File: src/rtl/demux1to8_collect.sv
// rtl/demux1to8_collect.sv - serial bit collector that assembles 8 addressed bits into a word with a valid/ready output
// Optional feature: define DEMUX_DUP_CHECK_EN to flag slots written twice within one word on dup_err.
module demux1to8_collect (
  input  logic       clk,
  input  logic       rst,
  input  logic       en,
  input  logic       valid,
  input  logic       din,
  input  logic [2:0] addy,
  output logic [7:0] q,
  output logic       q_valid,
  input  logic       q_ready,
  output logic [7:0] fill,
  output logic       busy,
  output logic       drop,
  output logic       dup_err
);

  typedef enum logic {
    COLLECT = 1'b0,
    STALL   = 1'b1
  } state_t;

  state_t     state;
  state_t     state_nxt;

  logic [7:0] asm_r;
  logic [7:0] asm_nxt;
  logic [7:0] fill_nxt;
  logic [7:0] q_nxt;
  logic       q_valid_nxt;
  logic       drop_nxt;

  logic [7:0] onehot;
  logic [7:0] asm_written;
  logic [7:0] fill_merged;
  logic       wr;
  logic       complete;
  logic       can_load;

  // Decode of the incoming bit: which slot, what the word looks like with it, and whether it finishes the word.
  always_comb begin
    onehot      = 8'd1 << addy;
    wr          = en & valid & (state == COLLECT);
    asm_written = (asm_r & ~onehot) | ({8{din}} & onehot);
    fill_merged = fill | onehot;
    complete    = wr & (fill_merged == 8'hFF);
    // The output register is free if empty or being drained on this very edge.
    can_load    = ~q_valid | q_ready;
  end

  // Next-state and datapath update; every target holds its value unless an event below changes it.
  always_comb begin
    state_nxt   = state;
    asm_nxt     = asm_r;
    fill_nxt    = fill;
    q_nxt       = q;
    q_valid_nxt = q_valid;
    drop_nxt    = drop;
    case (state)
      COLLECT: begin
        // Plain drain; overridden below when a completed word takes its place with no gap.
        if (q_valid && q_ready) begin
          q_valid_nxt = 1'b0;
        end
        if (wr) begin
          asm_nxt = asm_written;
          if (complete) begin
            if (can_load) begin
              q_nxt       = asm_written;
              q_valid_nxt = 1'b1;
              fill_nxt    = 8'h00;
            end else begin
              // Output still occupied: park the finished word in asm until the consumer drains.
              fill_nxt  = 8'hFF;
              state_nxt = STALL;
            end
          end else begin
            fill_nxt = fill_merged;
          end
        end
      end
      STALL: begin
        if (en && valid) begin
          drop_nxt = 1'b1;
        end
        // q_valid is necessarily 1 here, so a ready edge both drains the old word and loads the parked one.
        if (q_ready) begin
          q_nxt       = asm_r;
          q_valid_nxt = 1'b1;
          fill_nxt    = 8'h00;
          state_nxt   = COLLECT;
        end
      end
    endcase
  end

  // State register.
  always_ff @(posedge clk) begin
    if (rst) begin
      state <= COLLECT;
    end else begin
      state <= state_nxt;
    end
  end

  // Assembly, output and sticky-status registers.
  always_ff @(posedge clk) begin
    if (rst) begin
      asm_r   <= 8'h00;
      fill    <= 8'h00;
      q       <= 8'h00;
      q_valid <= 1'b0;
      drop    <= 1'b0;
    end else begin
      asm_r   <= asm_nxt;
      fill    <= fill_nxt;
      q       <= q_nxt;
      q_valid <= q_valid_nxt;
      drop    <= drop_nxt;
    end
  end

`ifdef DEMUX_DUP_CHECK_EN
  // Sticky flag for a slot rewritten before its word completed; the new bit still overwrites.
  always_ff @(posedge clk) begin
    if (rst) begin
      dup_err <= 1'b0;
    end else if (wr && ((fill & onehot) != 8'h00)) begin
      dup_err <= 1'b1;
    end
  end
`else
  assign dup_err = 1'b0;
`endif

  assign busy = (state == STALL);

endmodule
File: config.mk
export PLATFORM = sky130hd
export DESIGN_NAME = demux1to8_collect
export DESIGN_NICKNAME = d
export VERILOG_FILES = /design/src/rtl/demux1to8_collect.sv
export SDC_FILE = /design/constraint.sdc
export NUM_CORES = 1
export LEC_CHECK = 0
export ABC_AREA = 1
export CAP_MARGIN = 20
export CORE_MARGIN = 8
export CORE_UTILIZATION = 50
export DETAILED_ROUTE_END_ITERATION = 8
export DONT_BUFFER_PORTS = 1
export GPL_ROUTABILITY_DRIVEN = 0
export SLEW_MARGIN = 40
export SYNTH_ARGS = -nofsm -noshare
export SYNTH_HDL_FRONTEND = slang
export SYNTH_SLANG_ARGS = --single-unit
File: constraint.sdc
create_clock -name clk -period 3.19 [get_ports clk]
set_clock_uncertainty 0.15 [all_clocks]
set_input_delay 0.638 -clock clk [delete_from_list [all_inputs] [get_ports clk]]
set_output_delay 0.638 -clock clk [all_outputs]
set_load 0.05 [all_outputs]
* Yosys cells after proc, flatten, opt, wreduce, memory -nomap -nowiden
Index checks and enable logic that the tools add are counted.
** Storage, ports and cells
- Bits in registers :: 27
- Input bits :: 9
- Word-level logic and storage cells :: 50
** Operators by class
- Equal/unequal tests :: 5
- Shifts and indexed selects :: 1
- Multiplexer cells :: 21
- Bitwise logic cells :: 11
- Reductions and logical operators :: 6
** Operators with widths (count)
- two-way mux 8 bit :: 8
- case mux 8 bit (2 select lines) :: 2
- AND 8 bit :: 2
- OR 8 bit :: 2
- two-way mux 1 bit :: 9
- equality test 8 bit (second input constant) :: 1
- != test 2 bit (second input constant) :: 4
- NOT 8 bit :: 1
- left shift 1 x 3 -> 8 bit (first input constant) :: 1
- AND reduction 2 bit :: 3
- case mux 1 bit (2 select lines) :: 2
- AND reduction 4 bit :: 1
- AND 1 bit :: 3
- logical AND 1 bit :: 2
- NOT 1 bit :: 2
- OR 1 bit :: 1

* Longest topological paths before layout
- Depth in word-level cells :: 8
- Gate-level depth with buffers :: 12
- Gate-level depth less buffers :: 11

* Worst setup path after synthesis
Ideal clock, no wire load.
- Path type :: register -> register
- From :: register state (netlist: busy)
- To :: register q[1]
- Setup time :: 113 ps
- Arrival :: 1713 ps
- Path slack :: 1214 ps
- Stages on the path, launching flop included :: 12
- Buffers on the path :: 2
- Period minus slack after synthesis :: 1976 ps
- Path through :: dfxtp_1 > buf_2 > inv_4 > nand2_1 > inv_1 > nand3_1 > nand2_2 > nand3_4 > buf_6 > nand2_2 > nand2_1 > nor2_1
** On the way
- Cells in the longest elaborated chain, start to end :: 5
- Elaborated cells on any way between the ends :: 9
** RTL lines
- start, declared :: line 24 : state_t state;
- start signal, assigned :: line 103 : state <= state_nxt;
- NOT 1 bit
- AND 1 bit :: line 44 : wr = en & valid & (state == COLLECT);
- AND 1 bit :: line 47 : complete = wr & (fill_merged == 8'hFF);
- != test 2 bit (no source line)
- AND reduction 4 bit (no source line)
- end signal, assigned :: line 118 : q <= q_nxt;
- end, declared :: line 10 : output logic [7:0] q,
Parallel ways exist; a longest one is shown, timed or not.
A chain may end at the register's enable or synchronous reset.

* Final worst setup path
- From :: register fill[4]
- To :: register fill[6]
** On the way
- Cells in the longest elaborated chain, start to end :: 6
** RTL lines
- start, declared :: line 13 : output logic [7:0] fill,
- start signal, assigned :: line 117 : fill <= fill_nxt;
- OR 8 bit :: line 46 : fill_merged = fill | onehot;
- equality test 8 bit :: line 47
- AND 1 bit :: line 47
- two-way mux 8 bit :: line 68 : if (complete) begin
- two-way mux 8 bit :: line 66 : if (wr) begin
- case mux 8 bit (2 select lines) :: line 60 : case (state)
Every way passes these cells. The select of a mux whose other input is x is not followed.

==> results.cfg <==
[power_and_ir_drop]
p_seq_share_pct = 63.6
internal_power_w = 0.000409
power_frac_clock_pct = 26.6
combPwrFrac_pct = 9.9
p_leak_nw = 0.671
p_sw_share_pct = 27.4
peakVddDrop_mv = 0.217
p_sw_w = 0.000155
power_density_nw_per_um2 = 387

[global_routing]
grt_max_degree = 19
grt_pass1_vias = 1219
grt_antenna_before_repair = 0
grt_pass1_wl_um = 5490
grt_use_total_pct = 13.3
overflow = 0

[worst_setup_path]
start_kind = flip-flop
cp_max_fo = 14
critPathRequiredTime_ns = 3.28
critical_path_class = flip-flop to flip-flop
critPathCaptureType = flip-flop
critPathArrivalTime_ns = 2.08

[final_layout]
area_delta_synth_final_pct = 2.20
register_area_um2 = 541
multi_input_area_um2 = 682
drive_gt1_share_pct = 7.27
design.final.nets = 230
diodes = 0
finalNonFillerCells = 251
num-fill-cells = 287
fin_area_um2 = 1460

[die]
core_area_um2 = 2730
die_y_um = 69.4
dieArea_um2 = 4810
io_pins = 29
die_w_um = 69.4
start_util_pct = 52.1
num_rows = 19

[clocking]
clk_path_buf_depth = 2
cts_setup_buffers = 0
cts-resized-gates = 0
cts_buffers = 3
worstSkewPairLatency_ns = 0.32
root_buffer = clkbuf_4
cts_tree = yes
htree_levels = 1
clk_pin_slew_worst_paths_ns = 0.14
cts_hold_buf = 0
cts_sinks = 27

[synth]
yosysMostFrequentCell = nand2_1
yosys.area.top_type = dfxtp_1
synthesis.nets = 231
postSynthAreaPerCell_um2 = 6.42
synthesis.area_um2 = 1430
ys_types = 22
netlist_top_cells_count = nand2_1, inv_1, nor2_1, dfxtp_1, o21ai_0
synth_edf_count = 0
yosysTopAreaCellShare_pct = 37.9
synth_ff_type = dfxtp_1
async_flop_share_pct = 0
ys_seq_elements = 27
synth_area_leaders = dfxtp_1, nand2_1, inv_1
syn_inst = 222
yosysWarnings = 0
synth_seq_area_share_pct = 37.9

[sta]
rsz0062_at_grt = false
period_needed_ns = 1.99
setup-tns-final_ns = 0
hold_viol_final = 0
slew_violations = 0
finalHoldWorstSlack_ns = 0.206
fmax_mhz = 501
final.period_utilization_pct = 62.5
max_slew_margin_pct = 63.2
tightest_slew_ns = 0.551
setup_violations = 0

[drt]
antenna_left = 0
drtIter0Drc = 101
wl_per_cell_um = 12.6
wirelength_um = 3160
dr.pass1.iters = 4
viasPerCell = 5.24
drc = 0
vias = 1315

[placed_design]
dpl.hpwl_um = 2460
io_buffer_count = 0
post_dp_cell_area_um2 = 1430
placed_cells = 247

[outcome]
run_status = finished, final reports clean

[min_path]
min-delay-path-class = input port to flip-flop

[flow_run]
maxCapViolCount = 0
[sequential cells by signal, indices dropped and copies added, names as in the netlist]
register / cells
fill: 8
asm_r: 8
drop: 1
q: 8
q_valid: 1
busy: 1
[critical path: stages, from the launching register on]
cell and delay, ns:
dfxtp_1 0.69, inv_1 0.12, nand2_1 0.12, nand2_1 0.05, nor2_1 0.09, nand3_1 0.11
nand2_2 0.13, nand3_4 0.18, nand2_1 0.20, nor2_1 0.06
[cell usage in the layout, fill, tap and decap left out]
master,instances
nand2_2,7
a21oi_1,12
nand2_1,52
buf_4,1
nor3b_1,1
inv_4,1
o211ai_1,5
inv_2,1
clkinv_2,1
nand3_4,1
nand3_1,8
o21ai_0,18
nor2_2,1
nor2_1,29
conb_1,1
clkbuf_4,3
a31oi_1,2
o21a_1,2
nand4_1,7
inv_1,40
dfxtp_1,27
[metrics by stage]
step	util (%)	setup WS [ns]	power, W
after floorplan	-	1.21	0.000412
after global placement	52.3	0.961	0.000420
after detailed placement	52.3	0.875	0.000421
after CTS	53.3	1.17	0.000572
after global routing	53.3	0.964	0.000588
final	53.3	1.20	0.000564
[final cells by class]
class	count	area share, %
Multi-Input combinational cell	146	46.8
Sequential cell	27	37.1
Timing Repair Buffer	1	0.515
Clock inverter	1	0.344
Tap cell	31	2.66
Clock buffer	3	1.55
Inverter	42	11.0
[worst paths after layout]
kind | start | endpoint | slack [ns] | cells after the start
min | rst | q_valid | 0.21 | 1
max reg2reg | fill[4] | fill[6] | 1.20 | 9
min reg2reg | asm_r[7] | asm_r[7] | 0.41 | 2
max | fill[4] | fill[6] | 1.20 | 9
[power by group through the flow]
stage	registers, W	logic, W	clock network (W)
floorplan	0.000364	0.0000481	0
global placement	0.000366	0.0000544	0
detailed placement	0.000366	0.0000553	0
CTS	0.000359	0.0000557	0.000158
global route	0.000360	0.0000652	0.000163
finish	0.000358	0.0000556	0.000150
[metal layers]
layer  track usage, %  vias to the layer above  part of all wire (%)
li1                 -                      689                     -
met3             4.43                        7                   6.8
met2             20.8                       26                    45
met1             16.0                      593                    46
met4             6.38                        0                   2.0
met5                0                        -                     0
[logic make-up (layout without fill, tap and decap cells)]
logic type	after synthesis	after routing	synth area share, %
AO/OA/AOI/OAI	39	39	15.1
buffers and inverters	49	47	14.2
flip-flops	27	27	37.9
other	1	1	0.263
AND/OR/NAND/NOR	106	106	32.5
Note: power is estimated with default switching activity, not from simulation.
